## src/rtl/tblink_rpc_pkg.sv

```systemverilog
// Shared frame constants, FSM encodings and small helpers for the tblink RPC host endpoint.
// No logic, no latency, no backpressure.
package tblink_rpc_pkg;

  localparam logic [7:0] CMD_RSP = 8'h00;

  typedef enum logic [2:0] {
    TX_IDLE,
    TX_SZ,
    TX_CMD,
    TX_ID,
    TX_DAT
  } tx_state_e;

  typedef enum logic [2:0] {
    RX_DST,
    RX_SZ,
    RX_CMD,
    RX_ID,
    RX_DAT,
    RX_HOLD_RSP,
    RX_HOLD_IND
  } rx_state_e;

  // Header of the frame currently being sent; n is the data byte count.
  typedef struct packed {
    logic [7:0] n;
    logic [7:0] cmd;
    logic [7:0] id;
  } tx_hdr_t;

  // SZ counts CMD plus data bytes, so data = SZ-1; SZ==0 behaves like SZ==1.
  function automatic logic [7:0] data_len(input logic [7:0] sz);
    return (sz == 8'd0) ? 8'd0 : sz - 8'd1;
  endfunction

  function automatic int max_i(input int a, input int b);
    return (a > b) ? a : b;
  endfunction

endpackage

```

## src/rtl/tblink_rpc_hostproc_if.sv

```systemverilog
// Host-side bundle: 8-bit link pair, local request/response, indication/indication-response.
// Plain wires; master modport is the endpoint, slave modport is its environment.
interface tblink_rpc_hostproc_if #(
  parameter int REQ_PARAMS_SZ = 1,
  parameter int RSP_SZ        = 1,
  parameter int IND_PARAMS_SZ = 1,
  parameter int IND_RSP_SZ    = 1
);
  logic [7:0]                 tx_dat;
  logic                       tx_valid;
  logic                       tx_ready;
  logic [7:0]                 rx_dat;
  logic                       rx_valid;
  logic                       rx_ready;
  logic [7:0]                 req_cmd;
  logic [7:0]                 req_sz;
  logic [REQ_PARAMS_SZ*8-1:0] req_params;
  logic                       req_valid;
  logic                       req_ready;
  logic [RSP_SZ*8-1:0]        rsp_data;
  logic [7:0]                 rsp_sz;
  logic [7:0]                 rsp_id;
  logic                       rsp_err;
  logic                       rsp_valid;
  logic                       rsp_ready;
  logic [7:0]                 ind_cmd;
  logic [7:0]                 ind_id;
  logic [7:0]                 ind_sz;
  logic [IND_PARAMS_SZ*8-1:0] ind_params;
  logic                       ind_valid;
  logic                       ind_ready;
  logic [IND_RSP_SZ*8-1:0]    ind_rsp_data;
  logic [7:0]                 ind_rsp_sz;
  logic                       ind_rsp_valid;
  logic                       ind_rsp_ready;
  logic                       err_unexp;

  modport master (
    output tx_dat, tx_valid, input tx_ready,
    input rx_dat, rx_valid, output rx_ready,
    input req_cmd, req_sz, req_params, req_valid, output req_ready,
    output rsp_data, rsp_sz, rsp_id, rsp_err, rsp_valid, input rsp_ready,
    output ind_cmd, ind_id, ind_sz, ind_params, ind_valid, input ind_ready,
    input ind_rsp_data, ind_rsp_sz, ind_rsp_valid, output ind_rsp_ready,
    output err_unexp
  );

  modport slave (
    input tx_dat, tx_valid, output tx_ready,
    output rx_dat, rx_valid, input rx_ready,
    output req_cmd, req_sz, req_params, req_valid, input req_ready,
    input rsp_data, rsp_sz, rsp_id, rsp_err, rsp_valid, output rsp_ready,
    input ind_cmd, ind_id, ind_sz, ind_params, ind_valid, output ind_ready,
    output ind_rsp_data, ind_rsp_sz, ind_rsp_valid, input ind_rsp_ready,
    input err_unexp
  );
endinterface

```

## src/rtl/tblink_rpc_frame_rx.sv

```systemverilog
// Parses inbound DST,SZ,CMD,ID,data frames into response or indication captures.
// Result valid 1 cycle after last byte; rx_ready drops while a frame is held for delivery.
module tblink_rpc_frame_rx #(
  parameter int DW = 8
) (
  input  logic          uclock,
  input  logic          reset,
  input  logic [7:0]    rx_dat,
  input  logic          rx_valid,
  output logic          rx_ready,
  input  logic          outstanding,
  input  logic [7:0]    exp_id,
  input  logic          ind_busy,
  output logic          rsp_valid,
  input  logic          rsp_ready,
  output logic          rsp_err,
  output logic          ind_valid,
  input  logic          ind_ready,
  output logic          err_unexp,
  output logic [7:0]    cap_cmd,
  output logic [7:0]    cap_id,
  output logic [7:0]    cap_len,
  output logic [DW-1:0] cap_data
);
  import tblink_rpc_pkg::*;

  rx_state_e     state, state_n;
  logic [7:0]    cnt;
  logic          acc, last, unexp_n;
  logic [DW+7:0] sh;

  assign acc       = rx_valid && rx_ready;
  assign sh        = {cap_data, rx_dat};
  assign rx_ready  = (state != RX_HOLD_RSP) && (state != RX_HOLD_IND);
  assign rsp_valid = (state == RX_HOLD_RSP);
  assign rsp_err   = rsp_valid && (cap_id != exp_id);
  // A second indication waits here until the previous one has been answered.
  assign ind_valid = (state == RX_HOLD_IND) && !ind_busy;

  always_comb begin
    last = acc && (((state == RX_ID) && (cap_len == 8'd0)) ||
                   ((state == RX_DAT) && (cnt == 8'd1)));
  end

  always_comb begin
    state_n = state;
    unexp_n = 1'b0;
    case (state)
      RX_DST: if (acc) state_n = RX_SZ;
      RX_SZ:  if (acc) state_n = RX_CMD;
      RX_CMD: if (acc) state_n = RX_ID;
      RX_ID, RX_DAT: begin
        if (last) begin
          if (cap_cmd != CMD_RSP) begin
            state_n = RX_HOLD_IND;
          end else if (outstanding) begin
            state_n = RX_HOLD_RSP;
          end else begin
            state_n = RX_DST;
            unexp_n = 1'b1;
          end
        end else if (acc && (state == RX_ID)) begin
          state_n = RX_DAT;
        end
      end
      RX_HOLD_RSP: if (rsp_ready) state_n = RX_DST;
      RX_HOLD_IND: if (ind_valid && ind_ready) state_n = RX_DST;
      default: state_n = RX_DST;
    endcase
  end

  always_ff @(posedge uclock or posedge reset) begin
    if (reset) begin
      state     <= RX_DST;
      err_unexp <= 1'b0;
      cnt       <= 8'd0;
      cap_cmd   <= 8'd0;
      cap_id    <= 8'd0;
      cap_len   <= 8'd0;
      cap_data  <= '0;
    end else begin
      state     <= state_n;
      err_unexp <= unexp_n;
      if (acc) begin
        case (state)
          RX_SZ: begin
            cap_len  <= data_len(rx_dat);
            cap_cmd  <= 8'd0;
            cap_id   <= 8'd0;
            cap_data <= '0;
          end
          RX_CMD: cap_cmd <= rx_dat;
          RX_ID: begin
            cap_id <= rx_dat;
            cnt    <= cap_len;
          end
          RX_DAT: begin
            cap_data <= sh[DW-1:0];
            cnt      <= cnt - 8'd1;
          end
          default: ;
        endcase
      end
    end
  end

endmodule

```

## src/rtl/tblink_rpc_hostproc.sv

```systemverilog
// Host endpoint of the tblink RPC link: frames requests/indication responses, tracks one outstanding ID.
// SZ byte 1 cycle after accept, one byte per tx_ready; requests blocked while one is outstanding.
module tblink_rpc_hostproc #(
  parameter int REQ_PARAMS_SZ = 1,
  parameter int RSP_SZ        = 1,
  parameter int IND_PARAMS_SZ = 1,
  parameter int IND_RSP_SZ    = 1
) (
  input logic                   uclock,
  input logic                   reset,
  tblink_rpc_hostproc_if.master bus
);
  import tblink_rpc_pkg::*;

  localparam int TBYTES = max_i(REQ_PARAMS_SZ, IND_RSP_SZ);
  localparam int TW     = TBYTES * 8;
  localparam int DW     = max_i(RSP_SZ, IND_PARAMS_SZ) * 8;

  tx_state_e     tx_state, tx_state_n;
  tx_hdr_t       hdr;
  logic [TW-1:0] tbuf;
  logic [7:0]    idx, id_cnt, exp_id, ind_id_lat, byte_sel;
  logic          is_req, outstanding, ind_busy;
  logic          tx_idle, tx_acc, req_acc, irsp_acc;
  logic [7:0]    cap_cmd, cap_id, cap_len;
  logic [DW-1:0] cap_data;

  assign tx_idle           = (tx_state == TX_IDLE);
  assign tx_acc            = bus.tx_valid && bus.tx_ready;
  assign bus.tx_valid      = !tx_idle;
  assign bus.req_ready     = tx_idle && !outstanding && !bus.ind_rsp_valid;
  assign bus.ind_rsp_ready = tx_idle && ind_busy;
  assign req_acc           = bus.req_valid && bus.req_ready;
  assign irsp_acc          = bus.ind_rsp_valid && bus.ind_rsp_ready;

  always_comb begin
    byte_sel = 8'h00;
    for (int i = 0; i < TBYTES; i++) begin
      if (idx == 8'(i)) byte_sel = tbuf[i*8 +: 8];
    end
  end

  always_comb begin
    bus.tx_dat = 8'h00;
    case (tx_state)
      TX_SZ:   bus.tx_dat = hdr.n + 8'd1;
      TX_CMD:  bus.tx_dat = hdr.cmd;
      TX_ID:   bus.tx_dat = hdr.id;
      TX_DAT:  bus.tx_dat = byte_sel;
      default: bus.tx_dat = 8'h00;
    endcase
  end

  always_comb begin
    tx_state_n = tx_state;
    case (tx_state)
      TX_IDLE: if (irsp_acc || req_acc) tx_state_n = TX_SZ;
      TX_SZ:   if (tx_acc) tx_state_n = TX_CMD;
      TX_CMD:  if (tx_acc) tx_state_n = TX_ID;
      TX_ID:   if (tx_acc) tx_state_n = (hdr.n == 8'd0) ? TX_IDLE : TX_DAT;
      TX_DAT:  if (tx_acc && (idx == 8'd0)) tx_state_n = TX_IDLE;
      default: tx_state_n = TX_IDLE;
    endcase
  end

  always_ff @(posedge uclock or posedge reset) begin
    if (reset) begin
      tx_state    <= TX_IDLE;
      hdr         <= '0;
      tbuf        <= '0;
      idx         <= 8'd0;
      is_req      <= 1'b0;
      id_cnt      <= 8'd0;
      exp_id      <= 8'd0;
      outstanding <= 1'b0;
      ind_busy    <= 1'b0;
      ind_id_lat  <= 8'd0;
    end else begin
      tx_state <= tx_state_n;
      if (irsp_acc) begin
        hdr    <= '{n: bus.ind_rsp_sz, cmd: CMD_RSP, id: ind_id_lat};
        tbuf   <= TW'(bus.ind_rsp_data);
        is_req <= 1'b0;
      end else if (req_acc) begin
        hdr    <= '{n: bus.req_sz, cmd: bus.req_cmd, id: id_cnt};
        tbuf   <= TW'(bus.req_params);
        is_req <= 1'b1;
        exp_id <= id_cnt;
      end
      if (tx_acc && (tx_state == TX_ID)) begin
        idx <= hdr.n - 8'd1;
        // Only request frames consume an ID; indication responses echo the device's ID.
        if (is_req) id_cnt <= id_cnt + 8'd1;
      end
      if (tx_acc && (tx_state == TX_DAT)) idx <= idx - 8'd1;
      if (req_acc) outstanding <= 1'b1;
      else if (bus.rsp_valid && bus.rsp_ready) outstanding <= 1'b0;
      if (bus.ind_valid && bus.ind_ready) begin
        ind_busy   <= 1'b1;
        ind_id_lat <= bus.ind_id;
      end else if (irsp_acc) begin
        ind_busy <= 1'b0;
      end
    end
  end

  tblink_rpc_frame_rx #(.DW(DW)) u_frame_rx (
    .uclock      (uclock),
    .reset       (reset),
    .rx_dat      (bus.rx_dat),
    .rx_valid    (bus.rx_valid),
    .rx_ready    (bus.rx_ready),
    .outstanding (outstanding),
    .exp_id      (exp_id),
    .ind_busy    (ind_busy),
    .rsp_valid   (bus.rsp_valid),
    .rsp_ready   (bus.rsp_ready),
    .rsp_err     (bus.rsp_err),
    .ind_valid   (bus.ind_valid),
    .ind_ready   (bus.ind_ready),
    .err_unexp   (bus.err_unexp),
    .cap_cmd     (cap_cmd),
    .cap_id      (cap_id),
    .cap_len     (cap_len),
    .cap_data    (cap_data)
  );

  assign bus.rsp_data   = cap_data[RSP_SZ*8-1:0];
  assign bus.rsp_sz     = cap_len;
  assign bus.rsp_id     = cap_id;
  assign bus.ind_cmd    = cap_cmd;
  assign bus.ind_id     = cap_id;
  assign bus.ind_sz     = cap_len;
  assign bus.ind_params = cap_data[IND_PARAMS_SZ*8-1:0];

endmodule

```

## src/flat_wrapper.sv

```systemverilog
// flat-port wrapper written by rule: the top's interface ports become plain ports
module tblink_rpc_hostproc_flat import tblink_rpc_pkg::*;
#(
  parameter int REQ_PARAMS_SZ = 1,
  parameter int RSP_SZ        = 1,
  parameter int IND_PARAMS_SZ = 1,
  parameter int IND_RSP_SZ    = 1
)
  (uclock, reset, bus_tx_dat, bus_tx_valid, bus_tx_ready, bus_rx_dat, bus_rx_valid, bus_rx_ready, bus_req_cmd, bus_req_sz, bus_req_params, bus_req_valid, bus_req_ready, bus_rsp_data, bus_rsp_sz, bus_rsp_id, bus_rsp_err, bus_rsp_valid, bus_rsp_ready, bus_ind_cmd, bus_ind_id, bus_ind_sz, bus_ind_params, bus_ind_valid, bus_ind_ready, bus_ind_rsp_data, bus_ind_rsp_sz, bus_ind_rsp_valid, bus_ind_rsp_ready, bus_err_unexp);
  tblink_rpc_hostproc_if #(.REQ_PARAMS_SZ(REQ_PARAMS_SZ), .RSP_SZ(RSP_SZ), .IND_PARAMS_SZ(IND_PARAMS_SZ), .IND_RSP_SZ(IND_RSP_SZ)) bus_i ();
  input logic uclock;
  input logic reset;
  output wire logic [$bits(bus_i.tx_dat)-1:0] bus_tx_dat;
  output wire logic [$bits(bus_i.tx_valid)-1:0] bus_tx_valid;
  input wire logic [$bits(bus_i.tx_ready)-1:0] bus_tx_ready;
  input wire logic [$bits(bus_i.rx_dat)-1:0] bus_rx_dat;
  input wire logic [$bits(bus_i.rx_valid)-1:0] bus_rx_valid;
  output wire logic [$bits(bus_i.rx_ready)-1:0] bus_rx_ready;
  input wire logic [$bits(bus_i.req_cmd)-1:0] bus_req_cmd;
  input wire logic [$bits(bus_i.req_sz)-1:0] bus_req_sz;
  input wire logic [$bits(bus_i.req_params)-1:0] bus_req_params;
  input wire logic [$bits(bus_i.req_valid)-1:0] bus_req_valid;
  output wire logic [$bits(bus_i.req_ready)-1:0] bus_req_ready;
  output wire logic [$bits(bus_i.rsp_data)-1:0] bus_rsp_data;
  output wire logic [$bits(bus_i.rsp_sz)-1:0] bus_rsp_sz;
  output wire logic [$bits(bus_i.rsp_id)-1:0] bus_rsp_id;
  output wire logic [$bits(bus_i.rsp_err)-1:0] bus_rsp_err;
  output wire logic [$bits(bus_i.rsp_valid)-1:0] bus_rsp_valid;
  input wire logic [$bits(bus_i.rsp_ready)-1:0] bus_rsp_ready;
  output wire logic [$bits(bus_i.ind_cmd)-1:0] bus_ind_cmd;
  output wire logic [$bits(bus_i.ind_id)-1:0] bus_ind_id;
  output wire logic [$bits(bus_i.ind_sz)-1:0] bus_ind_sz;
  output wire logic [$bits(bus_i.ind_params)-1:0] bus_ind_params;
  output wire logic [$bits(bus_i.ind_valid)-1:0] bus_ind_valid;
  input wire logic [$bits(bus_i.ind_ready)-1:0] bus_ind_ready;
  input wire logic [$bits(bus_i.ind_rsp_data)-1:0] bus_ind_rsp_data;
  input wire logic [$bits(bus_i.ind_rsp_sz)-1:0] bus_ind_rsp_sz;
  input wire logic [$bits(bus_i.ind_rsp_valid)-1:0] bus_ind_rsp_valid;
  output wire logic [$bits(bus_i.ind_rsp_ready)-1:0] bus_ind_rsp_ready;
  output wire logic [$bits(bus_i.err_unexp)-1:0] bus_err_unexp;
  assign bus_tx_dat = bus_i.tx_dat;
  assign bus_tx_valid = bus_i.tx_valid;
  assign bus_i.tx_ready = bus_tx_ready;
  assign bus_i.rx_dat = bus_rx_dat;
  assign bus_i.rx_valid = bus_rx_valid;
  assign bus_rx_ready = bus_i.rx_ready;
  assign bus_i.req_cmd = bus_req_cmd;
  assign bus_i.req_sz = bus_req_sz;
  assign bus_i.req_params = bus_req_params;
  assign bus_i.req_valid = bus_req_valid;
  assign bus_req_ready = bus_i.req_ready;
  assign bus_rsp_data = bus_i.rsp_data;
  assign bus_rsp_sz = bus_i.rsp_sz;
  assign bus_rsp_id = bus_i.rsp_id;
  assign bus_rsp_err = bus_i.rsp_err;
  assign bus_rsp_valid = bus_i.rsp_valid;
  assign bus_i.rsp_ready = bus_rsp_ready;
  assign bus_ind_cmd = bus_i.ind_cmd;
  assign bus_ind_id = bus_i.ind_id;
  assign bus_ind_sz = bus_i.ind_sz;
  assign bus_ind_params = bus_i.ind_params;
  assign bus_ind_valid = bus_i.ind_valid;
  assign bus_i.ind_ready = bus_ind_ready;
  assign bus_i.ind_rsp_data = bus_ind_rsp_data;
  assign bus_i.ind_rsp_sz = bus_ind_rsp_sz;
  assign bus_i.ind_rsp_valid = bus_ind_rsp_valid;
  assign bus_ind_rsp_ready = bus_i.ind_rsp_ready;
  assign bus_err_unexp = bus_i.err_unexp;
  tblink_rpc_hostproc #(.REQ_PARAMS_SZ(REQ_PARAMS_SZ), .RSP_SZ(RSP_SZ), .IND_PARAMS_SZ(IND_PARAMS_SZ), .IND_RSP_SZ(IND_RSP_SZ)) u_core (.uclock(uclock), .reset(reset), .bus(bus_i));
endmodule
```

## config.mk

```make
export PLATFORM = sky130hd
export DESIGN_NAME = tblink_rpc_hostproc_flat
export DESIGN_NICKNAME = d
export VERILOG_FILES = /design/src/rtl/tblink_rpc_pkg.sv /design/src/rtl/tblink_rpc_hostproc_if.sv /design/src/rtl/tblink_rpc_frame_rx.sv /design/src/rtl/tblink_rpc_hostproc.sv /design/src/flat_wrapper.sv
export SDC_FILE = /design/constraint.sdc
export NUM_CORES = 1
export LEC_CHECK = 0
export CAP_MARGIN = 5
export CELL_PAD_IN_SITES_DETAIL_PLACEMENT = 1
export CELL_PAD_IN_SITES_GLOBAL_PLACEMENT = 2
export CORE_ASPECT_RATIO = 0.7
export CORE_MARGIN = 10
export CORE_UTILIZATION = 31
export CTS_BUF_LIST = sky130_fd_sc_hd__clkbuf_4 sky130_fd_sc_hd__clkbuf_8 sky130_fd_sc_hd__clkbuf_16
export DETAILED_ROUTE_END_ITERATION = 7
export GPL_ROUTABILITY_DRIVEN = 0
export PLACE_DENSITY = 0.88
export SETUP_SLACK_MARGIN = 0.05
export SYNTH_ARGS = -nofsm -noshare
export SYNTH_HDL_FRONTEND = slang
export SYNTH_HIERARCHICAL = 1
export SYNTH_SLANG_ARGS = --single-unit
```

## constraint.sdc

```tcl
create_clock -name uclock -period 2.3 [get_ports uclock]
set_clock_uncertainty 0.1 [all_clocks]
set_input_delay 0.23 -clock uclock [delete_from_list [all_inputs] [get_ports uclock]]
set_output_delay 0.23 -clock uclock [all_outputs]
set_load 0.02 [all_outputs]
```

==> reports/results.tsv, run 1 <==
metric	value	unit
layout-drive-gt1-share	15.9	%
fin_crit_sh	103	%
synthSimpleGateAreaFrac	24.3	%
cpPeakStageDelay	580	ps
ys_warn_count	6	
yosysTopAreaCellShare	44.9	%
synth_edf_count	0	
drv_slew	0	
power_leakage	0.00386	uW
synth-seq-cells	114	
cts_sinks	114	
r2r-start	u_core/tx_state[0]$_DFFE_PP0P_	
finalCriticalPeriod	2360	ps
required	1970	ps
crit_path_end	bus_tx_dat[5]	
busiest_layer	met2	
synth.area.mux_share	2.38	%
slew_headroom	39.3	%
grt_use_total	17.0	%
violations	negative setup slack	
synth-seq-area-share	44.9	%
clk_pin_slew_worst_paths	60	ps
use_met3	3.72	%
setup_slack	-58.9	ps
syn_to_final_growth	37.3	%
setup.worst_path.class	flip-flop to primary output	
vias_per_cell	5.23	
peakVddDrop	0.583	mV
startpoint_type	flip-flop	
setup.worst_path.start	u_core/idx[3]$_DFFE_PP0P_	
run_status	finished, violations left	
synth_nets	790	
report.final.hold_viol_count	0	
dp.cells	1122	
synth_top_family_by_area	simple AND/OR/NAND/NOR gates	
nets	934	
n_fill_cell	2296	
grt.met2_usage	24.8	%
use_met1	24.5	%
tightestPinTransition	905	ps
stdcell_count	1155	
maxCapViolations	0	
crit_path_cell_trace	or4_4 -> nor4_4 -> buf_6 -> a32oi_1 -> o21ai_1 -> buf_4	
synth_compound_area_share	16.2	%
p_per_area	1390	nW/um^2
r2r_cells	7	
end_kind	primary output	
die_height	140	um
grt_antenna_before_repair	0	
diodes	0	
dp_hpwl	16800	um
port_buffers	127	
remaining_drc_errors	0	
synthTopCellsByArea	dfrtp_1 (45%), nand2_1 (9.5%), o21ai_0 (4.2%)	
via_count	6043	
drt-total-wl	22800	um
worst-endpoint-arrival	2030	ps
die_w	191	um
grt_max_degree	71	
fmax	0.424	GHz
synth_adder_area_share	1.18	%
rsz0062_at_grt	true	
first_global_vias	6222	
power	12100	uW
async_flop_share	100	%
cts_tree	done	
clk_latency	420	ps
cp.buffers_inverters	2	
synthCells	728	
syn_area_per_cell	8.73	sq um
htreeDepth	4	
finalSetupViolations	8	
synth_top_area_cell	dfrtp_1	
worst_hold_slack	151	ps
firstDrtPassIters	5	
synth_xor_area_share	3.86	%
cp_slowest_cell	or4_4	
numCtsBuffers	17	
antenna_left	0	
start_util	31.8	%
grt_pass1_wl	36100	um
cp.depth	6	
grt_overflow	0	
synth_cell_types	71	
netlist_area	6350	sq um
path_max_fanout	9	
hold_buffers	0	
dieArea	26700	sq um
drt-initial-drc-count	420	
wl_per_cell	19.7	um
row_count	43	
core	20000	sq um
hp-class	primary input to async pin	
crit_family	simple AND/OR/NAND/NOR gates	
clockBufferDepth	2	
r2r-end	u_core/hdr[5]$_DFFE_PP0P_	
ios	128	
rrSetupSlack	290	ps
root_buffer	clkbuf_16	
synthFlopType	dfrtp_1	
## routing by layer
layer / share of wire [%] / routed length, um
met1: 50 / 11400
met2: 45 / 10100
met3: 4.3 / 986
met4: 1.1 / 248
met5: 0 / 0
## layout by cell type (no fill, tap or decap), types with 27 or more instances in the layout
cell type / Yosys / layout
a21oi_1: 27 / 27
a31oi_1: 29 / 29
buf_4: 25 / 66
clkdlybuf4s50_1: 0 / 112
dfrtp_1: 114 / 114
nand2_1: 161 / 161
nand3_1: 27 / 27
nor2_1: 46 / 46
o21ai_0: 53 / 48
## through the flow
step	cell area, sq um	setup TNS (ps)	setup WS (ps)	util [%]
after floorplan	6360	0	190	-
after global placement	8100	-479	-81.8	40.6
after detailed placement	8100	-716	-126	40.6
after CTS	8730	-528	-88.8	43.7
after global routing	8720	-999	-143	43.7
final	8720	-289	-58.9	43.7
## worst min-delay path, cell delays in order
cell             delay (ps)
clkdlybuf4s50_1         440
inv_2                    90
buf_12                  320
## registers in the layout, indices dropped and copies added, names as in the netlist
register and cells:
u_core/hdr 24, u_core/exp_id 8, u_core/id_cnt 8, u_core/idx 8, u_core/ind_id_lat 8, u_core/tbuf 8
u_core/u_frame_rx/cap_cmd 8, u_core/u_frame_rx/cap_data 8, u_core/u_frame_rx/cap_id 8, u_core/u_frame_rx/cap_len 8, u_core/u_frame_rx/cnt 8, u_core/tx_state 3
u_core/u_frame_rx/state 3, u_core/ind_busy 1, u_core/is_req 1, u_core/outstanding 1, u_core/u_frame_rx/err_unexp 1
## worst min-delay path by stage
| stage | startpoint | to | slack (ps) | cells past startpoint |
|---|---|---|---|---|
| 5_1_grt | reset | u_core/exp_id[7]$_DFFE_PP0P_ | 190 | 3 |
| 3_5_place_dp | u_core/ind_id_lat[6]$_DFFE_PP0P_ | u_core/hdr[6]$_DFFE_PP0P_ | 380 | 2 |
| 4_1_cts | reset | u_core/outstanding$_DFFE_PP0P_ | 160 | 3 |
| 3_3_place_gp | u_core/ind_id_lat[3]$_DFFE_PP0P_ | u_core/hdr[3]$_DFFE_PP0P_ | 370 | 2 |
| 2_1_floorplan | bus_rx_dat[0] | u_core/u_frame_rx/cap_len[0]$_DFFE_PP0P_ | 240 | 1 |
| 6_report | reset | u_core/outstanding$_DFFE_PP0P_ | 150 | 3 |
## logic make-up after synthesis
logic type,count (synthesis)
AND/OR/NAND/NOR,319
AO/OA/AOI/OAI,163
flip-flops,114
buffers and inverters,84
XOR/XNOR,28
multiplexers,14
adder cells (fa/ha/maj),6
## timing repair
item                                    CTS  global route
endpoints found under the setup margin   15            11
buffers inserted                          0             1
resized for setup                        70             7
pin swaps                                 1             1
## final cells by class
class,count,area [sq um],share of cell area (%)
clock inverter,14,168,1.92
tap,270,338,3.87
timing repair buffer,194,1810,20.7
clock buffer,18,439,5.03
sequential,114,2850,32.7
multi-input combinational,530,3060,35.1
inverter,15,56.3,0.645
## power by group
group / internal (uW) / switching (uW)
Combinational: 2600 / 3230
Sequential: 2770 / 800
Clock: 1660 / 1090
Total: 7030 / 5120
## cell usage after synthesis (3+ instances only)
cell type	instances
a21oi_1	27
a221o_1	3
a22oi_1	10
a2bb2oi_1	3
a31o_2	3
a31oi_1	29
and2_1	4
and3_1	4
and4_1	3
buf_2	12
buf_4	25
buf_6	4
clkbuf_1	28
dfrtp_1	114
ha_1	6
inv_1	15
mux2_2	9
mux2i_1	5
nand2_1	161
nand2b_1	5
nand3_1	27
nand3b_1	5
nand4_1	6
nor2_1	46
nor2b_1	12
nor3_1	13
nor3_2	3
nor4_1	8
o21a_1	3
o21ai_0	53
o21ai_1	3
o2bb2ai_1	3
o31ai_1	3
or2_2	3
xnor2_1	11
xor2_1	17
No activity file was read; power rests on OpenSTA's default activity.
==> run 2, diff against run 1 <==
--- a/config.mk
+++ b/config.mk
@@ -10,12 +10,13 @@
 export CELL_PAD_IN_SITES_GLOBAL_PLACEMENT = 2
 export CORE_ASPECT_RATIO = 0.7
 export CORE_MARGIN = 10
-export CORE_UTILIZATION = 31
+export CORE_UTILIZATION = 25
 export CTS_BUF_LIST = sky130_fd_sc_hd__clkbuf_4 sky130_fd_sc_hd__clkbuf_8 sky130_fd_sc_hd__clkbuf_16
 export DETAILED_ROUTE_END_ITERATION = 7
 export GPL_ROUTABILITY_DRIVEN = 0
-export PLACE_DENSITY = 0.88
+export PLACE_DENSITY = 0.75
 export SETUP_SLACK_MARGIN = 0.05
+export SLEW_MARGIN = 15
 export SYNTH_ARGS = -nofsm -noshare
 export SYNTH_HDL_FRONTEND = slang
 export SYNTH_HIERARCHICAL = 1
==> run 2 against run 1 <==
  * Routed wire length grew 0.40%
  * Critical endpoint unchanged
  * Largest power group unchanged
  * Highest routed layer unchanged
  * Clock-buffer cell count increased by 1
  * The flow still finishes with violations (negative setup slack)
  * Worst hold slack better by 5.6 ps
  * Final cell count grew 4.6%
  * Core utilization is 8.3 points lower
  * Critical path type unchanged
  * Total power shrank 0.19%
==> reports/results.tsv, run 2 (synthesis gave the netlist of run 1 again) <==
metric	value	unit
run_status	finished, violations left	
violations	negative setup slack	
clockBufferDepth	2	
end_kind	primary output	
tightestPinTransition	614	ps
slew_headroom	58.7	%
hold_buffers	0	
layout-drive-gt1-share	16.0	%
root_buffer	clkbuf_16	
r2r-start	u_core/u_frame_rx/state[0]$_DFFE_PP0P_	
p_per_area	1380	nW/um^2
cts_sinks	114	
antenna_left	0	
nets	932	
mostFrequentLayoutCell	nand2_1	
drv_slew	0	
dr_wl_met2	9980	um
wl_per_cell	18.9	um
drt-total-wl	22900	um
maxCapViolations	0	
peakVddDrop	0.552	mV
power	12100	uW
finalCriticalPeriod	2350	ps
cts_setup_buffers	0	
diodes	0	
setup.worst_path.start	u_core/idx[3]$_DFFE_PP0P_	
report.final.hold_viol_count	0	
die_height	153	um
dieArea	32300	sq um
required	1970	ps
placed_area	8160	sq um
grt_pass1_wl	36300	um
htreeDepth	4	
first_global_vias	6006	
clk_pin_slew_worst_paths	60	ps
grt_max_degree	71	
row_count	48	
power_leakage	0.00385	uW
path_max_fanout	9	
start_util	25.6	%
setup.worst_path.class	flip-flop to primary output	
vias_per_cell	4.86	
r2r_cells	5	
startpoint_type	flip-flop	
layout_common_cells	nand2_1 (161), dfrtp_1 (113), clkdlybuf4s50_1 (112)	
drt-initial-drc-count	319	
fin_setup_tns	-264	ps
via_count	5866	
setup_slack	-47.2	ps
r2r-end	u_core/u_frame_rx/state[2]$_DFFE_PP0P_	
dp_hpwl	17100	um
numCtsBuffers	17	
grt_use_total	14.2	%
fmax	0.426	GHz
syn_to_final_growth	38.3	%
clk_latency	420	ps
grt_overflow	0	
fin_crit_sh	102	%
ios	128	
grt_antenna_before_repair	0	
wl_met3	800	um
cts_tree	done	
wl_met1	11900	um
firstDrtPassIters	8	
rsz0062_at_grt	true	
top_register	u_core/hdr	
port_buffers	127	
top_layer_used	met4	
finalSetupViolations	8	
worst-endpoint-arrival	2020	ps
hp-class	primary input to async pin	
core	24800	sq um
die_w	211	um
fin_area	8780	sq um
largest_register_ffs	24	
remaining_drc_errors	0	
rrSetupSlack	200	ps
==> run 2: worst max-delay path by stage <==
| stage | end | slack, ps | cells past startpoint |
|---|---|---|---|
| floorplan | bus_rsp_err | 190 | 5 |
| global placement | bus_tx_dat[5] | -100 | 6 |
| detailed placement | bus_tx_dat[5] | -120 | 6 |
| CTS | bus_tx_dat[5] | -80 | 6 |
| global route | bus_tx_dat[1] | -130 | 6 |
| finish | bus_tx_dat[5] | -50 | 6 |
==> run 2: metrics by stage <==
stage	hold slack, ps	worst slack, ps	cells	util (%)
after CTS	171	-77.4	1208	35.4
final	156	-47.2	1208	35.4
after global routing	218	-130	1208	35.4
after detailed placement	382	-117	1176	32.9
after floorplan	239	190	728	-
after global placement	376	-98.3	1176	32.9
==> run 2: critical path: stages (launching register included) <==
cell and delay, ps:
dfrtp_1 380, or4_4 580, nor4_4 170, buf_6 170
a32oi_1 60, o21ai_1 80, buf_4 160
==> run 2: repair_timing <==
action | in CTS | in global routing
gates resized for setup | 67 | 6
endpoints found under the setup margin | 15 | 10
pin swaps | 0 | 1
==> run 2: per-layer routing <==
layer	vias up	track usage, %
li1	2808	-
met1	2955	21.1
met2	91	20.5
met3	12	2.76
met4	0	3.40
met5	-	0
==> run 2: cell type report <==
class	instances	area, sq um
inverter	15	56.3
sequential	114	2850
clock buffer	19	447
tap	325	407
fill	2902	16000
timing repair buffer	192	1780
clock inverter	13	175
multi-input combinational	530	3060
==> run 2: report_power, final <==
group / switching [uW] / internal, uW / leakage (uW)
sequential: 812 / 2770 / 0.00147
combinational: 3160 / 2550 / 0.00208
clock: 1060 / 1760 / 0.000299
